`src/rtl/dphy_rx_pkg.sv`:
```
// rtl/dphy_rx_pkg.sv - shared state type and constants for the D-PHY RX byte aligner
package dphy_rx_pkg;

  localparam logic [7:0] DPHY_SYNC_BYTE = 8'hB8;
  localparam int         DPHY_OFF_W     = 3;

  typedef enum logic [1:0] {
    IDLE,
    HUNT,
    LOCKED,
    FLUSH
  } dphy_rx_state_t;

  function automatic logic [3:0] popcount8(input logic [7:0] v);
    logic [3:0] n;
    n = '0;
    for (int i = 0; i < 8; i++) begin
      n = n + {3'b000, v[i]};
    end
    return n;
  endfunction

endpackage

```
`src/rtl/dphy_sync_match.sv`:
```
// rtl/dphy_sync_match.sv - combinational 8-offset SoT sync matcher (DPHY_RX_SOT_TOLERANT_EN adds 1-bit-error hits)
module dphy_sync_match
  import dphy_rx_pkg::*;
#(
  parameter logic [7:0] SYNC_BYTE = DPHY_SYNC_BYTE
) (
  input  logic [15:0]           window,
  output logic                  hit,
  output logic [DPHY_OFF_W-1:0] offset
`ifdef DPHY_RX_SOT_TOLERANT_EN
  ,
  output logic                  hit_1b
`endif
);

  logic [7:0]            cand [8];
  logic                  exact_hit;
  logic [DPHY_OFF_W-1:0] exact_off;

  for (genvar k = 0; k < 8; k++) begin : g_cand
    assign cand[k] = window[k +: 8];
  end

  // Scan from the top down so the lowest matching offset is the one left standing.
  always_comb begin
    exact_hit = 1'b0;
    exact_off = '0;
    for (int k = 7; k >= 0; k--) begin
      if (cand[k] == SYNC_BYTE) begin
        exact_hit = 1'b1;
        exact_off = DPHY_OFF_W'(k);
      end
    end
  end

`ifdef DPHY_RX_SOT_TOLERANT_EN
  logic                  near_hit;
  logic [DPHY_OFF_W-1:0] near_off;

  always_comb begin
    near_hit = 1'b0;
    near_off = '0;
    for (int k = 7; k >= 0; k--) begin
      if (popcount8(cand[k] ^ SYNC_BYTE) == 4'd1) begin
        near_hit = 1'b1;
        near_off = DPHY_OFF_W'(k);
      end
    end
  end

  // An exact match anywhere in the window outranks a corrupted leader.
  assign hit    = exact_hit | near_hit;
  assign offset = exact_hit ? exact_off : near_off;
  assign hit_1b = near_hit & ~exact_hit;
`else
  assign hit    = exact_hit;
  assign offset = exact_off;
`endif

endmodule

```
`src/rtl/dphy_rx_byte_align.sv`:
```
// rtl/dphy_rx_byte_align.sv - HS-mode byte aligner for one D-PHY RX lane (DPHY_RX_SOT_TOLERANT_EN adds sot_err)
module dphy_rx_byte_align
  import dphy_rx_pkg::*;
#(
  parameter logic [7:0] SYNC_BYTE = DPHY_SYNC_BYTE,
  parameter int         TIMEOUT   = 16
) (
  input  logic                  clk,
  input  logic                  reset,
  input  logic                  hs_en,
  input  logic [7:0]            raw_byte,
  input  logic                  raw_valid,
  output logic [7:0]            byte_out,
  output logic                  byte_valid,
  output logic                  sot,
  output logic                  eot,
  output logic                  sync_err,
  output logic                  locked,
  output logic [DPHY_OFF_W-1:0] bit_offset
`ifdef DPHY_RX_SOT_TOLERANT_EN
  ,
  output logic                  sot_err
`endif
);

  localparam logic [7:0] TIMEOUT_B = 8'(TIMEOUT);

  dphy_rx_state_t        state;
  dphy_rx_state_t        state_nx;
  logic [7:0]            prev;
  logic [7:0]            cnt;
  logic [7:0]            cnt_inc;
  logic [7:0]            aligned;
  logic [15:0]           window;
  logic                  first;
  logic                  beat;
  logic                  hit;
  logic [DPHY_OFF_W-1:0] hit_off;
  logic                  take;
  logic                  emit;
  logic                  eot_nx;
  logic                  err_nx;

  assign window  = {raw_byte, prev};
  assign beat    = raw_valid & hs_en;
  assign cnt_inc = (cnt == 8'hFF) ? cnt : cnt + 8'd1;
  assign aligned = window[bit_offset +: 8];
  assign locked  = (state == LOCKED);

`ifdef DPHY_RX_SOT_TOLERANT_EN
  logic hit_1b;

  dphy_sync_match #(
    .SYNC_BYTE(SYNC_BYTE)
  ) u_match (
    .window(window),
    .hit   (hit),
    .offset(hit_off),
    .hit_1b(hit_1b)
  );
`else
  dphy_sync_match #(
    .SYNC_BYTE(SYNC_BYTE)
  ) u_match (
    .window(window),
    .hit   (hit),
    .offset(hit_off)
  );
`endif

  // Dropping hs_en wins over everything, including a beat in the same cycle.
  always_comb begin
    state_nx = state;
    take     = 1'b0;
    emit     = 1'b0;
    eot_nx   = 1'b0;
    err_nx   = 1'b0;
    case (state)
      IDLE: begin
        if (hs_en) begin
          state_nx = HUNT;
        end
      end
      HUNT: begin
        if (!hs_en) begin
          state_nx = IDLE;
        end else if (raw_valid) begin
          if (hit) begin
            take     = 1'b1;
            state_nx = LOCKED;
          end else if (cnt_inc >= TIMEOUT_B) begin
            err_nx   = 1'b1;
            state_nx = FLUSH;
          end
        end
      end
      LOCKED: begin
        if (!hs_en) begin
          eot_nx   = 1'b1;
          state_nx = IDLE;
        end else if (raw_valid) begin
          emit = 1'b1;
        end
      end
      FLUSH: begin
        if (!hs_en) begin
          state_nx = IDLE;
        end
      end
      default: state_nx = IDLE;
    endcase
  end

  always_ff @(posedge clk or posedge reset) begin
    if (reset) begin
      state      <= IDLE;
      prev       <= 8'h00;
      cnt        <= 8'h00;
      first      <= 1'b0;
      byte_out   <= 8'h00;
      byte_valid <= 1'b0;
      sot        <= 1'b0;
      eot        <= 1'b0;
      sync_err   <= 1'b0;
      bit_offset <= '0;
`ifdef DPHY_RX_SOT_TOLERANT_EN
      sot_err    <= 1'b0;
`endif
    end else begin
      state      <= state_nx;
      byte_valid <= emit;
      sot        <= emit & first;
      eot        <= eot_nx;
      sync_err   <= err_nx;
`ifdef DPHY_RX_SOT_TOLERANT_EN
      sot_err    <= take & hit_1b;
`endif

      if (state == IDLE) begin
        prev <= 8'h00;
      end else if (beat) begin
        prev <= raw_byte;
      end

      // Only misses in HUNT accumulate; any exit from HUNT restarts the count.
      if (state_nx != HUNT) begin
        cnt <= 8'h00;
      end else if (beat) begin
        cnt <= cnt_inc;
      end

      if (take) begin
        bit_offset <= hit_off;
        first      <= 1'b1;
      end else if (emit) begin
        first      <= 1'b0;
      end

      if (emit) begin
        byte_out <= aligned;
      end
    end
  end

endmodule

```
`config.mk`:
```
export PLATFORM = sky130hd
export DESIGN_NAME = dphy_rx_byte_align
export DESIGN_NICKNAME = d
export VERILOG_FILES = /design/src/rtl/dphy_rx_pkg.sv /design/src/rtl/dphy_sync_match.sv /design/src/rtl/dphy_rx_byte_align.sv
export SDC_FILE = /design/constraint.sdc
export NUM_CORES = 1
export LEC_CHECK = 0
export CELL_PAD_IN_SITES_DETAIL_PLACEMENT = 0
export CELL_PAD_IN_SITES_GLOBAL_PLACEMENT = 1
export CORE_MARGIN = 1.5
export CORE_UTILIZATION = 43
export DETAILED_ROUTE_END_ITERATION = 8
export GPL_ROUTABILITY_DRIVEN = 0
export PLACE_DENSITY_LB_ADDON = 0.1
export SYNTH_ARGS = -nofsm -noshare
export SYNTH_HDL_FRONTEND = slang
export SYNTH_SLANG_ARGS = --single-unit
```
`constraint.sdc`:
```
create_clock -name clk -period 1.8 [get_ports clk]
set_input_delay 0.36 -clock clk [delete_from_list [all_inputs] [get_ports clk]]
set_output_delay 0.36 -clock clk [all_outputs]
set_load 0.05 [all_outputs]
```
==> results of run 1 <==
==> metal layers <==
layer | up-vias | wire [µm] | global-route usage, %
met5 | - | 0 | 0
met4 | 0 | 87 | 7.34
met3 | 9 | 221 | 5.80
met2 | 49 | 2640 | 34.1
met1 | 891 | 2410 | 28.2
li1 | 883 | - | -
==> report_power, final <==
| group | switching (mW) | internal (mW) | leakage, nW |
|---|---|---|---|
| Sequential | 0.0579 | 0.794 | 0.459 |
| Combinational | 0.175 | 0.203 | 0.728 |
| Clock | 0.286 | 0.309 | 0.0482 |
| Total | 0.519 | 1.31 | 1.24 |
==> final timing paths <==
| path | cells after the start | to |
|---|---|---|
| worst max-delay path | 7 | cnt[2] |
| worst min-delay path | 3 | byte_valid |
| worst max register to register | 6 | cnt[2] |
| worst min register to register | 2 | byte_out[4] |
| max in group asynchronous | 3 | prev[5] |
| min in group clk | 2 | byte_out[4] |
==> worst max-delay path, delay by kind of cell <==
kind	cells	cell delay, ps
compound gates	2	260
buf+inv	2	560
simple gates	3	780
==> cells in the final DEF, fill, tap and decap left out, drive strengths merged, types with 2 or more instances in the layout <==
| master | instances |
|---|---|
| o21a | 2 |
| nor2 | 3 |
| a21o | 4 |
| nor3 | 7 |
| clkdlybuf4s50 | 5 |
| clkbuf | 7 |
| buf | 57 |
| nor4bb | 5 |
| and4bb | 6 |
| xnor2 | 2 |
| and2 | 2 |
| and4 | 2 |
| a21oi | 14 |
| mux2i | 17 |
| nand4 | 2 |
| nand3 | 3 |
| dlygate4sd2 | 5 |
| and3 | 2 |
| nor4 | 5 |
| nand2b | 2 |
| and2b | 2 |
| o21ai | 12 |
| nand2 | 37 |
| inv | 9 |
| mux4 | 8 |
| dfrtp | 34 |
==> final cells by class <==
type                       instances  share of cell area (%)
clock buffer                       7                    2.97
clock inverter                     1                   0.172
multi-input combinational        151                    42.3
sequential                        34                    29.5
inverter                           9                    1.16
tap                               67                    2.88
timing repair buffer              68                    21.1
==> state kept, by name, summed over array words and instances, names as in the netlist <==
name / count
state: 2
first: 1
sot: 1
cnt: 8
byte_valid: 1
byte_out: 8
prev: 8
eot: 1
sync_err: 1
bit_offset: 3
==> repair_timing <==
item,4_1_cts,5_1_grt
resized for setup,8,15
buffers inserted,0,8
setup endpoints to repair,10,12
pin swaps,5,7
==> logic make-up (layout without fill, tap and decap cells) <==
logic type / after synthesis / in the layout / synth area share, %
multiplexers: 26 / 26 / 17.1
flip-flops: 34 / 34 / 40.3
AO/OA/AOI/OAI: 40 / 40 / 12.8
adder cells (fa/ha/maj): 1 / 1 / 0.593
AND/OR/NAND/NOR: 82 / 82 / 23.6
XOR/XNOR: 2 / 2 / 0.831
buffers and inverters: 20 / 85 / 4.74
==> summary.txt, run 1 <==
LAYOUT
--------------------------------------------------------------------------------------------------------
NumNets Final .............................................................................          282
Area used by sequential logic in the layout ...............................................      857 µm²
Multi-input gate area .....................................................................     1230 µm²
Relative area change from synthesis to final layout .......................................        37.9%
Number of inserted filler cells in the final layout .......................................          400
Design area ...............................................................................     2910 µm²
Share of layout cells above drive strength 1 ..............................................        36.7%
Post-layout util ..........................................................................        61.6%
Final standard cell count with taps included and fillers excluded .........................          337
Antenna diode count .......................................................................            0

GLOBAL ROUTE
--------------------------------------------------------------------------------------------------------
Initial antenna violation count ...........................................................            0
Global-route wire length before repair ....................................................      8740 µm
Overall routing resource usage ............................................................        21.5%
Number of global-route vias before repair .................................................        1,800
Largest net degree at the start of global routing .........................................           35
Total grt overflow ........................................................................            0

WORST SETUP PATH
--------------------------------------------------------------------------------------------------------
Cell-by-cell trace of the critical path ................................................... clkdlybuf4s50_1 -> and4bb_2 -> o211ai_4 -> and4_4 -> a21oi_4 -> buf_12 -> nor4_4
Worst Setup SP ............................................................................  raw_byte[6]
Startpoint of the worst register-to-register path .........................................       cnt[1]
Slack of the worst reg-to-reg path ........................................................        40 ps
Worst EP arrival ..........................................................................      1970 ps
Slowest cell on crit path ................................................................. sky130_fd_sc_hd__clkdlybuf4s50_1
Startpoint Class .......................................................................... primary input
Slowest Stage Delay on Critical Path ......................................................       420 ps
Crit Path Class ...........................................................................       in2reg
Kind of end point of the critical path ....................................................    flip-flop
Worst-path maximum fanout .................................................................            8
Worst EP required .........................................................................      2000 ps

SYNTH
--------------------------------------------------------------------------------------------------------
Area share of the largest cell type after synthesis .......................................        40.3%
Count of distinct cell types in the synthesized netlist ...................................           49
Top cell types by occurrence after synthesis .............................................. sky130_fd_sc_hd__nand2_1, sky130_fd_sc_hd__dfrtp_1, sky130_fd_sc_hd__mux2i_1
Proportion of synthesized chip area in sequential cells ...................................        40.3%
Main flop type after synthesis ............................................................ sky130_fd_sc_hd__dfrtp_1
Top cells by area, synth .................................................................. sky130_fd_sc_hd__dfrtp_1, sky130_fd_sc_hd__mux4_2, sky130_fd_sc_hd__mux2i_1, sky130_fd_sc_hd__nand2_1, sky130_fd_sc_hd__a21oi_1
Flip-flop and latch count after synthesis .................................................           34
Cells after synthesis .....................................................................          205
Post-Syn Area per Cell ....................................................................     10.3 µm²
Cell accounting for the most synthesized area ............................................. sky130_fd_sc_hd__dfrtp_1
Cell Area, Synth ..........................................................................     2110 µm²
Async set or reset register ratio after synthesis .........................................         100%
Number of nets in the synthesized netlist .................................................          218
Warnings, synthesis .......................................................................            0
Number of flops mapped to enable cells by yosys ...........................................            0
Most frequently used cell type in the post-synthesis netlist .............................. sky130_fd_sc_hd__nand2_1

TIMING
--------------------------------------------------------------------------------------------------------
Final number of hold-violating endpoints ..................................................            0
Fmax ......................................................................................      563 MHz
Worst hold margin .........................................................................       472 ps
Final setup violating endpoints ...........................................................            0
Headroom to the max-slew limit ............................................................        59.1%
Slew at the pin closest to its max-slew limit .............................................       611 ps
Worst clock skew ..........................................................................      7.80 ps
Summed negative setup slack over all endpoints ............................................         0 ps
Share of the cycle needed by the critical path after routing ..............................        98.6%
Final-report max-slew violation count .....................................................            0
Min Clock Period, post-route ..............................................................      1780 ps
Final critical-path setup slack ...........................................................      24.9 ps

PLACE
--------------------------------------------------------------------------------------------------------
Dpl hpwl ..................................................................................      4000 µm
Placed cell count .........................................................................          321
Count of buffers from port buffering ......................................................           27
Total cell area at the placement stage ....................................................     2670 µm²
Worst slack after detailed placement ......................................................      -427 ps

DETAILED ROUTING
--------------------------------------------------------------------------------------------------------
Post-detailed-route count of antenna-violating nets .......................................            0
Post-DR vias/cell .........................................................................         5.44
Detailed router's first-iteration violation count .........................................           85
Vias post-DR ..............................................................................        1,832
Detailed-routing iteration count for the pre-antenna-repair pass ..........................            4
WL final ..................................................................................      5360 µm
Drt drc ...................................................................................            0
Average detailed-routed wire length per instance ..........................................      15.9 µm

DIE
--------------------------------------------------------------------------------------------------------
Number of placed I/O pins .................................................................           28
Width of the die ..........................................................................      73.0 µm
Die area ..................................................................................     5330 µm²
FP Rows ...................................................................................           25
Height of the die .........................................................................      73.0 µm
Core footprint ............................................................................     4720 µm²
Starting density of the core ..............................................................        44.7%

RUN
--------------------------------------------------------------------------------------------------------
Max Cap Viol ..............................................................................            0

CTS
--------------------------------------------------------------------------------------------------------
Number of buffers inserted during clock tree synthesis ....................................            5
Hold buffer count at CTS ..................................................................            0
Clock Sink Count ..........................................................................           34
Deepest clock path buffer count ...........................................................            2
Post-CTS clock slew at the launch and capture registers of the worst setup and hold paths .        70 ps
Clock tree from TritonCTS .................................................................         done
Number of H-tree branching levels .........................................................            2
Worst-Skew Late Latency ...................................................................       290 ps
Clock root buffer ......................................................................... sky130_fd_sc_hd__clkbuf_8

PWR
--------------------------------------------------------------------------------------------------------
Highest ir drop seen on vdd ...............................................................   0.000387 V
Areal power density over the cells ........................................................   628 nW/µm²
Leak Pwr ..................................................................................      1.24 nW
Total chip power ..........................................................................      1.83 mW

WORST HOLD PATH
--------------------------------------------------------------------------------------------------------
Worst hold path class .....................................................................     in2async

RUN STATUS
--------------------------------------------------------------------------------------------------------
Outcome ................................................................................... complete, no violations

Power figures use the tool's default switching activity.
==> inputs of run 2 (changes only) <==
--- a/config.mk
+++ b/config.mk
@@ -7,10 +7,11 @@
 export LEC_CHECK = 0
 export CELL_PAD_IN_SITES_DETAIL_PLACEMENT = 0
 export CELL_PAD_IN_SITES_GLOBAL_PLACEMENT = 1
-export CORE_MARGIN = 1.5
+export CORE_MARGIN = 2
 export CORE_UTILIZATION = 43
 export DETAILED_ROUTE_END_ITERATION = 8
 export GPL_ROUTABILITY_DRIVEN = 0
+export GPL_TIMING_DRIVEN = 0
 export PLACE_DENSITY_LB_ADDON = 0.1
 export SYNTH_ARGS = -nofsm -noshare
 export SYNTH_HDL_FRONTEND = slang
==> run 2 against run 1 <==
First-iteration DRC count rose by 71%. Critical path depth did not move. Clock skew fell by 1.9 ps. Total power rose by 2.3%. Maximum frequency fell by 0.25%. Cell area fell by 4.2%. Clock-buffer cell count fell by 2. Sequential share of layout area rose by 1.2 points. Sequential power fell by 3.6%. Worst setup slack got worse by 4.5 ps. Critical path type is now reg2reg. Utilization fell by 2.6 points. Non-clock buffer count fell by 22.
==> summary.txt, run 2 (same netlist as run 1, synthesis figures left out) <==
RUN
--------------------------------------------------------------------------------------------------------
Max Cap Viol ..............................................................................            0   unchanged

CTS
--------------------------------------------------------------------------------------------------------
Hold buffer count at CTS ..................................................................            0   unchanged
Clock tree from TritonCTS .................................................................         done
Number of H-tree branching levels .........................................................            2   unchanged
Worst-Skew Late Latency ...................................................................       290 ps   about the same
Post-CTS clock slew at the launch and capture registers of the worst setup and hold paths .        80 ps   about the same
Clock root buffer ......................................................................... sky130_fd_sc_hd__clkbuf_8
Deepest clock path buffer count ...........................................................            2   unchanged
Number of buffers inserted during clock tree synthesis ....................................            5   unchanged
Clock Sink Count ..........................................................................           34   unchanged

TIMING
--------------------------------------------------------------------------------------------------------
Fmax ......................................................................................      562 MHz   -0.25%
Slew at the pin closest to its max-slew limit .............................................       676 ps   +64.8 ps
Worst clock skew ..........................................................................      5.87 ps   -1.94 ps
Min Clock Period, post-route ..............................................................      1780 ps   +4.47 ps
Final setup violating endpoints ...........................................................            0   unchanged
Final number of hold-violating endpoints ..................................................            0   unchanged
Final-report max-slew violation count .....................................................            0   unchanged
Summed negative setup slack over all endpoints ............................................         0 ps   unchanged
RSZ-0062 raised after global routing ......................................................         true
Share of the cycle needed by the critical path after routing ..............................        98.9%   +0.25 points
Headroom to the max-slew limit ............................................................        54.7%   -4.4 points

GLOBAL ROUTE
--------------------------------------------------------------------------------------------------------
Largest net degree at the start of global routing .........................................           35   unchanged
Overall routing resource usage ............................................................        20.3%   -1.2 points
Initial antenna violation count ...........................................................            0   unchanged
Global-route wire length before repair ....................................................      8350 µm   -4.4%
Total grt overflow ........................................................................            0   unchanged
Number of global-route vias before repair .................................................        1,714   -4.8%

WORST SETUP PATH
--------------------------------------------------------------------------------------------------------
Cell-by-cell trace of the critical path ................................................... buf_6 -> nor4bb_2 -> o21ai_2 -> and4_4 -> a21oi_4 -> buf_12 -> nor4b_4
Slowest Stage Delay on Critical Path ......................................................       380 ps   -40 ps
Crit Path Class ...........................................................................      reg2reg
Top delay family on crit path ............................................................. simple AND/OR/NAND/NOR gates
Worst EP required .........................................................................      1990 ps   about the same
Worst-path maximum fanout .................................................................           10   +2
Number of buffer and inverter instances along the worst setup path ........................            2   unchanged
Startpoint Class ..........................................................................    flip-flop
Slowest cell on crit path ................................................................. sky130_fd_sc_hd__dfrtp_1
Length in cells of the worst reg-to-reg path ..............................................            7   +1
Kind of end point of the critical path ....................................................    flip-flop
Critical path depth .......................................................................            7   unchanged
Worst EP arrival ..........................................................................      1970 ps   about the same

PLACE
--------------------------------------------------------------------------------------------------------
Count of buffers from port buffering ......................................................           27   unchanged
Total cell area at the placement stage ....................................................     2470 µm²   -7.6%
Placed cell count .........................................................................          299   -6.9%
Dpl hpwl ..................................................................................      3620 µm   -9.3%

PWR
--------------------------------------------------------------------------------------------------------
Areal power density over the cells ........................................................   670 nW/µm²   +6.7%
Switching power share of the total ........................................................        27.4%   -1.1 points
Share of power burned in registers ........................................................        44.0%   -2.7 points
Highest ir drop seen on vdd ...............................................................   0.000482 V   +25%
Clock network power share .................................................................        37.4%   +4.8 points
Total chip power ..........................................................................      1.87 mW   +2.3%
NetSw .....................................................................................     0.511 mW   -1.5%
Internal Power ............................................................................      1.36 mW   +3.8%
Leak Pwr ..................................................................................      1.27 nW   +3.2%
Combinational cell fraction of total power ................................................        18.6%   -2.1 points

DIE
--------------------------------------------------------------------------------------------------------
Starting density of the core ..............................................................        44.7%   unchanged
Height of the die .........................................................................      74.0 µm   +1.4%
Die area ..................................................................................     5480 µm²   +2.8%
Width of the die ..........................................................................      74.0 µm   +1.4%
Core footprint ............................................................................     4720 µm²   unchanged
FP Rows ...................................................................................           25   unchanged
Number of placed I/O pins .................................................................           28   unchanged

DETAILED ROUTING
--------------------------------------------------------------------------------------------------------
Detailed router's first-iteration violation count .........................................          145   +71%
Post-DR vias/cell .........................................................................         5.61   +3.1%
WL final ..................................................................................      5190 µm   -3.1%
Detailed-routing iteration count for the pre-antenna-repair pass ..........................            4   unchanged
Post-detailed-route count of antenna-violating nets .......................................            0   unchanged
Drt drc ...................................................................................            0   unchanged
Vias post-DR ..............................................................................        1,766   -3.6%
Average detailed-routed wire length per instance ..........................................      16.5 µm   +3.6%

LAYOUT
--------------------------------------------------------------------------------------------------------
Design area ...............................................................................     2790 µm²   -4.2%
Most frequent cells in the layout ......................................................... sky130_fd_sc_hd__nand2_1, sky130_fd_sc_hd__dfrtp_1, sky130_fd_sc_hd__mux2i_1
NumNets Final .............................................................................          260   -7.8%
Share of layout cells above drive strength 1 ..............................................        26.6%   -10 points
Leading cell type in the layout, fill and taps excluded ................................... sky130_fd_sc_hd__nand2_1
Antenna diode count .......................................................................            0   unchanged
Relative area change from synthesis to final layout .......................................        32.1%
Final standard cell count with taps included and fillers excluded .........................          315   -6.5%
Largest regs .............................................................................. byte_out (8), cnt (8), prev (8)

WORST HOLD PATH
--------------------------------------------------------------------------------------------------------
Worst hold path class .....................................................................     in2async

RUN STATUS
--------------------------------------------------------------------------------------------------------
Outcome ................................................................................... complete, no violations

run 2: area by class of cell:
| cell class | count | area (µm²) |
|---|---|---|
| Multi-Input combinational cell | 151 | 1270 |
| Sequential cell | 34 | 855 |
| Buffer | 10 | 70.1 |
| Fill cell | 430 | 1940 |
| Tap cell | 67 | 83.8 |
| Inverter | 9 | 33.8 |
| Clock buffer | 5 | 68.8 |
| Clock inverter | 3 | 40.0 |
| Timing Repair Buffer | 36 | 364 |
run 2: final timing paths:
path | startpoint | to | slack, ps
min in group clk | raw_byte[1] | prev[1] | 430
max in group asynchronous | reset | prev[5] | 920
setup reg to reg | prev[7] | cnt[4] | 20
hold / removal | reset | eot | 400
hold reg to reg | byte_out[6] | byte_out[6] | 470
setup / recovery | prev[7] | cnt[4] | 20
run 2: what timing repair did:
item,4_1_cts,5_1_grt
endpoints found under the setup margin,25,30
gates resized for setup,22,34
pin swaps,4,8
setup buffers,2,6
run 2: worst reg2reg max path: cells and delay by family, from the launching register on:
family | cells | cell delay [ps]
buffers and inverters | 2 | 280
AOI/OAI and AO/OA | 2 | 290
DFF | 1 | 380
and+or+nand+nor | 3 | 730
run 2: through the flow:
| step | hold slack, ps | utilization (%) | setup WS, ps |
|---|---|---|---|
| final | 401 | 59.0 | 20.5 |
| after global placement | 459 | 52.2 | -536 |
| after global routing | 427 | 59.0 | -67.9 |
| after floorplan | 426 | - | 64.8 |
| after detailed placement | 470 | 52.2 | -569 |
| after CTS | 486 | 55.2 | 1.04 |
run 2: metal layers:
| metal | part of all wire, % | GRT usage (%) | vias up |
|---|---|---|---|
| met5 | 0 | 0 | - |
| li1 | - | - | 838 |
| met2 | 50 | 31.9 | 56 |
| met1 | 44 | 27.1 | 864 |
| met3 | 4.7 | 4.47 | 8 |
| met4 | 1.8 | 8.69 | 0 |
run 2: power groups by stage:
stage	combinational [mW]	clock, mW	sequential (mW)
floorplan	0.193	0	0.868
global placement	0.328	0	0.831
detailed placement	0.336	0	0.833
CTS	0.331	0.705	0.818
global route	0.376	0.751	0.827
finish	0.348	0.698	0.821
